===== config.mk =====
export PLATFORM = sky130hd
export DESIGN_NAME = apb_requester
export DESIGN_NICKNAME = d
export VERILOG_FILES = /design/src/rtl/apb_requester.sv
export SDC_FILE = /design/constraint.sdc
export NUM_CORES = 1
export LEC_CHECK = 0
export BUFFER_PORTS_ARGS = -buffer_cell sky130_fd_sc_hd__buf_2
export CELL_PAD_IN_SITES_DETAIL_PLACEMENT = 0
export CELL_PAD_IN_SITES_GLOBAL_PLACEMENT = 1
export CORE_ASPECT_RATIO = 0.5
export CORE_UTILIZATION = 33
export CTS_CLUSTER_DIAMETER = 150
export CTS_CLUSTER_SIZE = 12
export DETAILED_ROUTE_END_ITERATION = 7
export PLACE_DENSITY = 0.95
export SLEW_MARGIN = 20
export SYNTH_ARGS = -nofsm -noshare
export SYNTH_HDL_FRONTEND = slang
export SYNTH_SLANG_ARGS = --single-unit
export TNS_END_PERCENT = 1

===== constraint.sdc =====
create_clock -name pclk -period 2.3 [get_ports pclk]
set_input_delay 0.46 -clock pclk [delete_from_list [all_inputs] [get_ports pclk]]
set_output_delay 0.46 -clock pclk [all_outputs]
set_load 0.05 [all_outputs]

===== src/rtl/apb_requester.sv =====
// APB3 requester: single-beat command in, response strobe 3 cycles after accept (+1 per wait state).
// No response backpressure; cmd_ready drops while busy. `APB_REQUESTER_TIMEOUT_EN adds an ACCESS-phase abort.
module apb_requester #(
  parameter int DATA_SIZE = 32,
  parameter int ADDR_SIZE = 10,
  parameter int TIMEOUT   = 16
) (
  input  logic                 pclk,
  input  logic                 preset,
  input  logic                 cmd_valid,
  output logic                 cmd_ready,
  input  logic                 cmd_write,
  input  logic [ADDR_SIZE-1:0] cmd_addr,
  input  logic [DATA_SIZE-1:0] cmd_wdata,
  output logic                 rsp_valid,
  output logic [DATA_SIZE-1:0] rsp_rdata,
  output logic                 rsp_slverr,
  output logic                 psel,
  output logic                 penable,
  output logic                 pwrite,
  output logic [ADDR_SIZE-1:0] paddr,
  output logic [DATA_SIZE-1:0] pwdata,
  input  logic                 pready,
  input  logic [DATA_SIZE-1:0] prdata,
  input  logic                 pslverr
);

  typedef enum logic [1:0] {
    S_IDLE   = 2'd0,
    S_SETUP  = 2'd1,
    S_ACCESS = 2'd2
  } state_t;

  state_t                 r_state;
  state_t                 w_state_nxt;
  logic                   w_accept;
  logic                   w_done;
  logic                   w_timeout;
  logic                   w_psel_nxt;
  logic                   w_penable_nxt;
  logic                   w_cmd_ready_nxt;
  logic                   w_rsp_valid_nxt;

  logic                   r_cmd_ready;
  logic                   r_psel;
  logic                   r_penable;
  logic                   r_pwrite;
  logic [ADDR_SIZE-1:0]   r_paddr;
  logic [DATA_SIZE-1:0]   r_pwdata;
  logic                   r_rsp_valid;
  logic [DATA_SIZE-1:0]   r_rsp_rdata;
  logic                   r_rsp_slverr;

  assign w_accept = cmd_valid & r_cmd_ready;
  assign w_done   = (r_state == S_ACCESS) & pready;

`ifdef APB_REQUESTER_TIMEOUT_EN
  localparam int CNT_W = $clog2(TIMEOUT + 1);
  logic [CNT_W-1:0] r_tmo_cnt;

  // Counts stalled ACCESS cycles; holding it at zero outside ACCESS clears it on entry.
  always_ff @(posedge pclk) begin
    if (preset || (r_state != S_ACCESS)) begin
      r_tmo_cnt <= '0;
    end else if (!pready) begin
      r_tmo_cnt <= r_tmo_cnt + 1'b1;
    end
  end

  assign w_timeout = (r_state == S_ACCESS) & ~pready & (r_tmo_cnt == CNT_W'(TIMEOUT - 1));
`else
  assign w_timeout = 1'b0;
`endif

  always_ff @(posedge pclk) begin
    if (preset) begin
      r_state <= S_IDLE;
    end else begin
      r_state <= w_state_nxt;
    end
  end

  always_comb begin
    w_state_nxt = r_state;
    case (r_state)
      S_IDLE:   if (w_accept) w_state_nxt = S_SETUP;
      S_SETUP:  w_state_nxt = S_ACCESS;
      S_ACCESS: if (w_done || w_timeout) w_state_nxt = S_IDLE;
      default:  w_state_nxt = S_IDLE;
    endcase
  end

  // Outputs are decoded from the next state so that every port comes straight from a flop.
  always_comb begin
    w_psel_nxt      = (w_state_nxt != S_IDLE);
    w_penable_nxt   = (w_state_nxt == S_ACCESS);
    w_cmd_ready_nxt = (w_state_nxt == S_IDLE);
    w_rsp_valid_nxt = w_done | w_timeout;
  end

  always_ff @(posedge pclk) begin
    if (preset) begin
      r_cmd_ready  <= 1'b1;
      r_psel       <= 1'b0;
      r_penable    <= 1'b0;
      r_pwrite     <= 1'b0;
      r_paddr      <= '0;
      r_pwdata     <= '0;
      r_rsp_valid  <= 1'b0;
      r_rsp_rdata  <= '0;
      r_rsp_slverr <= 1'b0;
    end else begin
      r_cmd_ready <= w_cmd_ready_nxt;
      r_psel      <= w_psel_nxt;
      r_penable   <= w_penable_nxt;
      r_rsp_valid <= w_rsp_valid_nxt;
      if (w_accept) begin
        r_pwrite <= cmd_write;
        r_paddr  <= cmd_addr;
        r_pwdata <= cmd_wdata;
      end
      if (w_done) begin
        r_rsp_rdata  <= r_pwrite ? '0 : prdata;
        r_rsp_slverr <= pslverr;
      end else if (w_timeout) begin
        r_rsp_rdata  <= '0;
        r_rsp_slverr <= 1'b1;
      end
    end
  end

  assign cmd_ready  = r_cmd_ready;
  assign psel       = r_psel;
  assign penable    = r_penable;
  assign pwrite     = r_pwrite;
  assign paddr      = r_paddr;
  assign pwdata     = r_pwdata;
  assign rsp_valid  = r_rsp_valid;
  assign rsp_rdata  = r_rsp_rdata;
  assign rsp_slverr = r_rsp_slverr;

endmodule


==> results by group <==
Pwr
  – Pwr Density: 927 nW/um^2
  – Sw Share: 0.259
  – Internal power: 0.00286 W
  – Static leakage: 1.91 nW
  – Clock Power Share: 0.451
  – VDD IR max: 0.433 mV
  – Gate power share: 0.153
  – Switching power: 0.00100 W
  – Flop pwr share: 0.397

Final layout
  – Commonest non-fill, non-tap cells in the layout: buf_2 (159), nand2_1 (121), dfxtp_1 (82), a21oi_1 (77), nand3b_1 (33)
  – Non-filler cells in the finished layout: 618
  – Most common cell after layout, fill and taps aside: buf_2
  – Final nets: 581
  – Number of diodes: 0
  – Post-layout util: 0.502
  – Fin area: 4160 sq um
  – Layout cells sized above 1: 0.364
  – Layout area overhead: 42.5%

Die
  – # IOs: 160
  – Core footprint: 8290 sq um
  – Die height: 68.5 microns
  – Die span in x: 135 microns
  – Initial Util: 0.352
  – Num rows: 23
  – Die area: 9240 sq um

Yosys
  – Synth Area in Adders: 0
  – Syn Area/Cell: 8.34 sq um
  – XOR/XNOR Fraction of Synth Area: 0
  – Cell Area, Synth: 2920 sq um
  – Synth unique cells: 15
  – Instance count of the mapped netlist: 350
  – Post-synthesis simple-gate area fraction: 0.258
  – Ys Warns: 0
  – Largest family of logic cells by synthesized area: simple AND/OR/NAND/NOR gates
  – Synth Register Bits: 82
  – Compound-cell area share of the yosys netlist: 0.135
  – Mux cell area share after synthesis: 0
  – Sequential share of the synthesized area: 0.563
  – Mapped Nets: 430

Detailed routing
  – WL final: 7540 microns
  – Drt wl/cell: 12.2 microns
  – DRC Markers: 0
  – Pre-Repair DR Iteration Count: 4
  – Vias per std cell: 4.52
  – Vias: 2794
  – Antenna Nets Post-Route: 0
  – Initial DRC count: 119

Place
  – Cells after DPL: 602
  – Final Wtd Congestion: 0.705
  – Buffers on Ports: 159
  – HPWL Detailed: 5150 microns
  – Cell Area, Placed: 3790 sq um

Worst setup path
  – Critical path endpoint category: output port
  – Crit path arrival time: 0.97 ns
  – CP Launch Type: flip-flop
  – WP buf/inv: 1
  – Worst Path Required: 1.84 ns
  – Crit path largest cell delay: 0.35 ns
  – Worst path top cell family by delay: flip-flops
  – Crit path kind: reg2out
  – CP max FO: 2
  – Worst path slowest cell: dfxtp_1
  – CP Cell Sequence: buf_2

Timing
  – # setup viols final: 0
  – Least-Margin Pin Slew: 0.438 ns
  – Max-slew violation count: 0
  – Setup TNS: 0 ns
  – RSZ-0062 raised after global routing: no
  – Worst slew margin: 0.708
  – Fmax: 697 MHz
  – Min Clock Period, post-route: 1.43 ns
  – Final Skew: 0.00536 ns
  – Fin crit share: 0.624
  – Final hold vios: 0

Clock tree
  – Post-CTS Setup Bufs: 0
  – TritonCTS Buffers: 9
  – Clock Path Buffers: 2
  – Hold Buf Count CTS: 0
  – CTS-repair resized insts: 0
  – Root Driver: clkbuf_16
  – CTS H-tree lvls: 3
  – Clk sinks: 82
  – Clk pin slew, worst setup/hold paths: 0.06 ns
  – CTS tree: built
  – Clock Latency Late Sink: 0.33 ns

GRT
  – Tot GR Track Use: 0.159
  – Met3 usage: 0.0556
  – Met1 Track Usage GR: 0.170
  – Pin count of the biggest net entering global routing: 44
  – Vias in the first global route: 2451
  – GRT Max-Usage Layer: met2
  – Grt ovf: 0
  – Initial antenna violation count: 0
  – First-pass GRT wire length: 11200 microns
  – Global routing usage on met2: 0.303

Flow run
  – Max-Cap Viols: 0

Outcome
  – Run status: completed

Worst hold path
  – Min-Delay Path Class: in2reg
[power groups by stage]
| stage | Sequential, W | Clock [W] | Combinational, W |
|---|---|---|---|
| 2_1_floorplan | 0.00180 | 0 | 0.000170 |
| 3_3_place_gp | 0.00156 | 0 | 0.000589 |
| 3_5_place_dp | 0.00156 | 0 | 0.000593 |
| 4_1_cts | 0.00153 | 0.00178 | 0.000594 |
| 5_1_grt | 0.00154 | 0.00184 | 0.000635 |
| 6_report | 0.00153 | 0.00174 | 0.000589 |
[cell families (layout without fill, tap and decap cells)]
family	Yosys count	count (layout)
compound gates	78	78
flops	82	82
buf+inv	28	184
simple gates	162	162
[stage by stage]
step	hold slack (ns)	setup WS, ns	total power (W)
4_1_cts	0.344	0.867	0.00391
6_report	0.360	0.865	0.00386
5_1_grt	0.349	0.839	0.00401
3_3_place_gp	0.435	0.821	0.00215
2_1_floorplan	0.466	0.929	0.00197
3_5_place_dp	0.441	0.800	0.00215
[path summary, 6_finish.rpt]
check / slack [ns] / depth (start not counted) / endpoint / from
worst max-delay path: 0.87 / 1 / paddr[6] / paddr[6]$_SDFFE_PP0P_
worst min-delay path: 0.36 / 3 / pwdata[17]$_SDFFE_PP0P_ / cmd_wdata[17]
worst max register to register: 1.05 / 4 / pwdata[13]$_SDFFE_PP0P_ / cmd_ready$_SDFF_PP1_
worst min register to register: 0.45 / 2 / rsp_rdata[26]$_SDFFE_PP0P_ / rsp_rdata[26]$_SDFFE_PP0P_
[area by class of cell]
class,count,area [sq um]
Tap cell,112,140
Clock inverter,5,125
Fill cell,822,4130
Multi-Input combinational cell,240,1150
Clock buffer,11,243
Timing Repair Buffer,168,863
Sequential cell,82,1640
[tightest hold or removal path, delay by kind of cell]
kind / cells / cell delay [ns]
AND/OR/NAND/NOR: 1 / 0.04
AO/OA/AOI/OAI: 1 / 0.05
buffers and inverters: 1 / 0.09
[flip-flops by register name (all words and copies together) (netlist names)]
signal	flops
rsp_slverr	1
paddr	10
rsp_valid	1
cmd_ready	1
r_state	2
penable	1
psel	1
rsp_rdata	32
pwrite	1
pwdata	32
[cell usage after synthesis]
| master | count | share of area |
|---|---|---|
| clkbuf_1 | 14 | 0.018 |
| and3b_1 | 1 | 0.0030 |
| dfxtp_1 | 82 | 0.56 |
| nand2b_1 | 1 | 0.0021 |
| buf_2 | 11 | 0.019 |
| nand3b_1 | 33 | 0.085 |
| nor2_1 | 2 | 0.0026 |
| and2_1 | 1 | 0.0021 |
| a21oi_1 | 77 | 0.13 |
| a21oi_2 | 1 | 0.0030 |
| nand2_1 | 121 | 0.16 |
| buf_4 | 3 | 0.0077 |
| or2_1 | 1 | 0.0021 |
| or3b_1 | 1 | 0.0030 |
| nor4_1 | 1 | 0.0021 |
[metal layers]
layer	wire, microns	up-vias
met2	3950	65
met3	393	7
li1	-	1445
met4	82	0
met5	0	-
met1	3110	1277
Note: power is estimated with default switching activity, not from simulation.
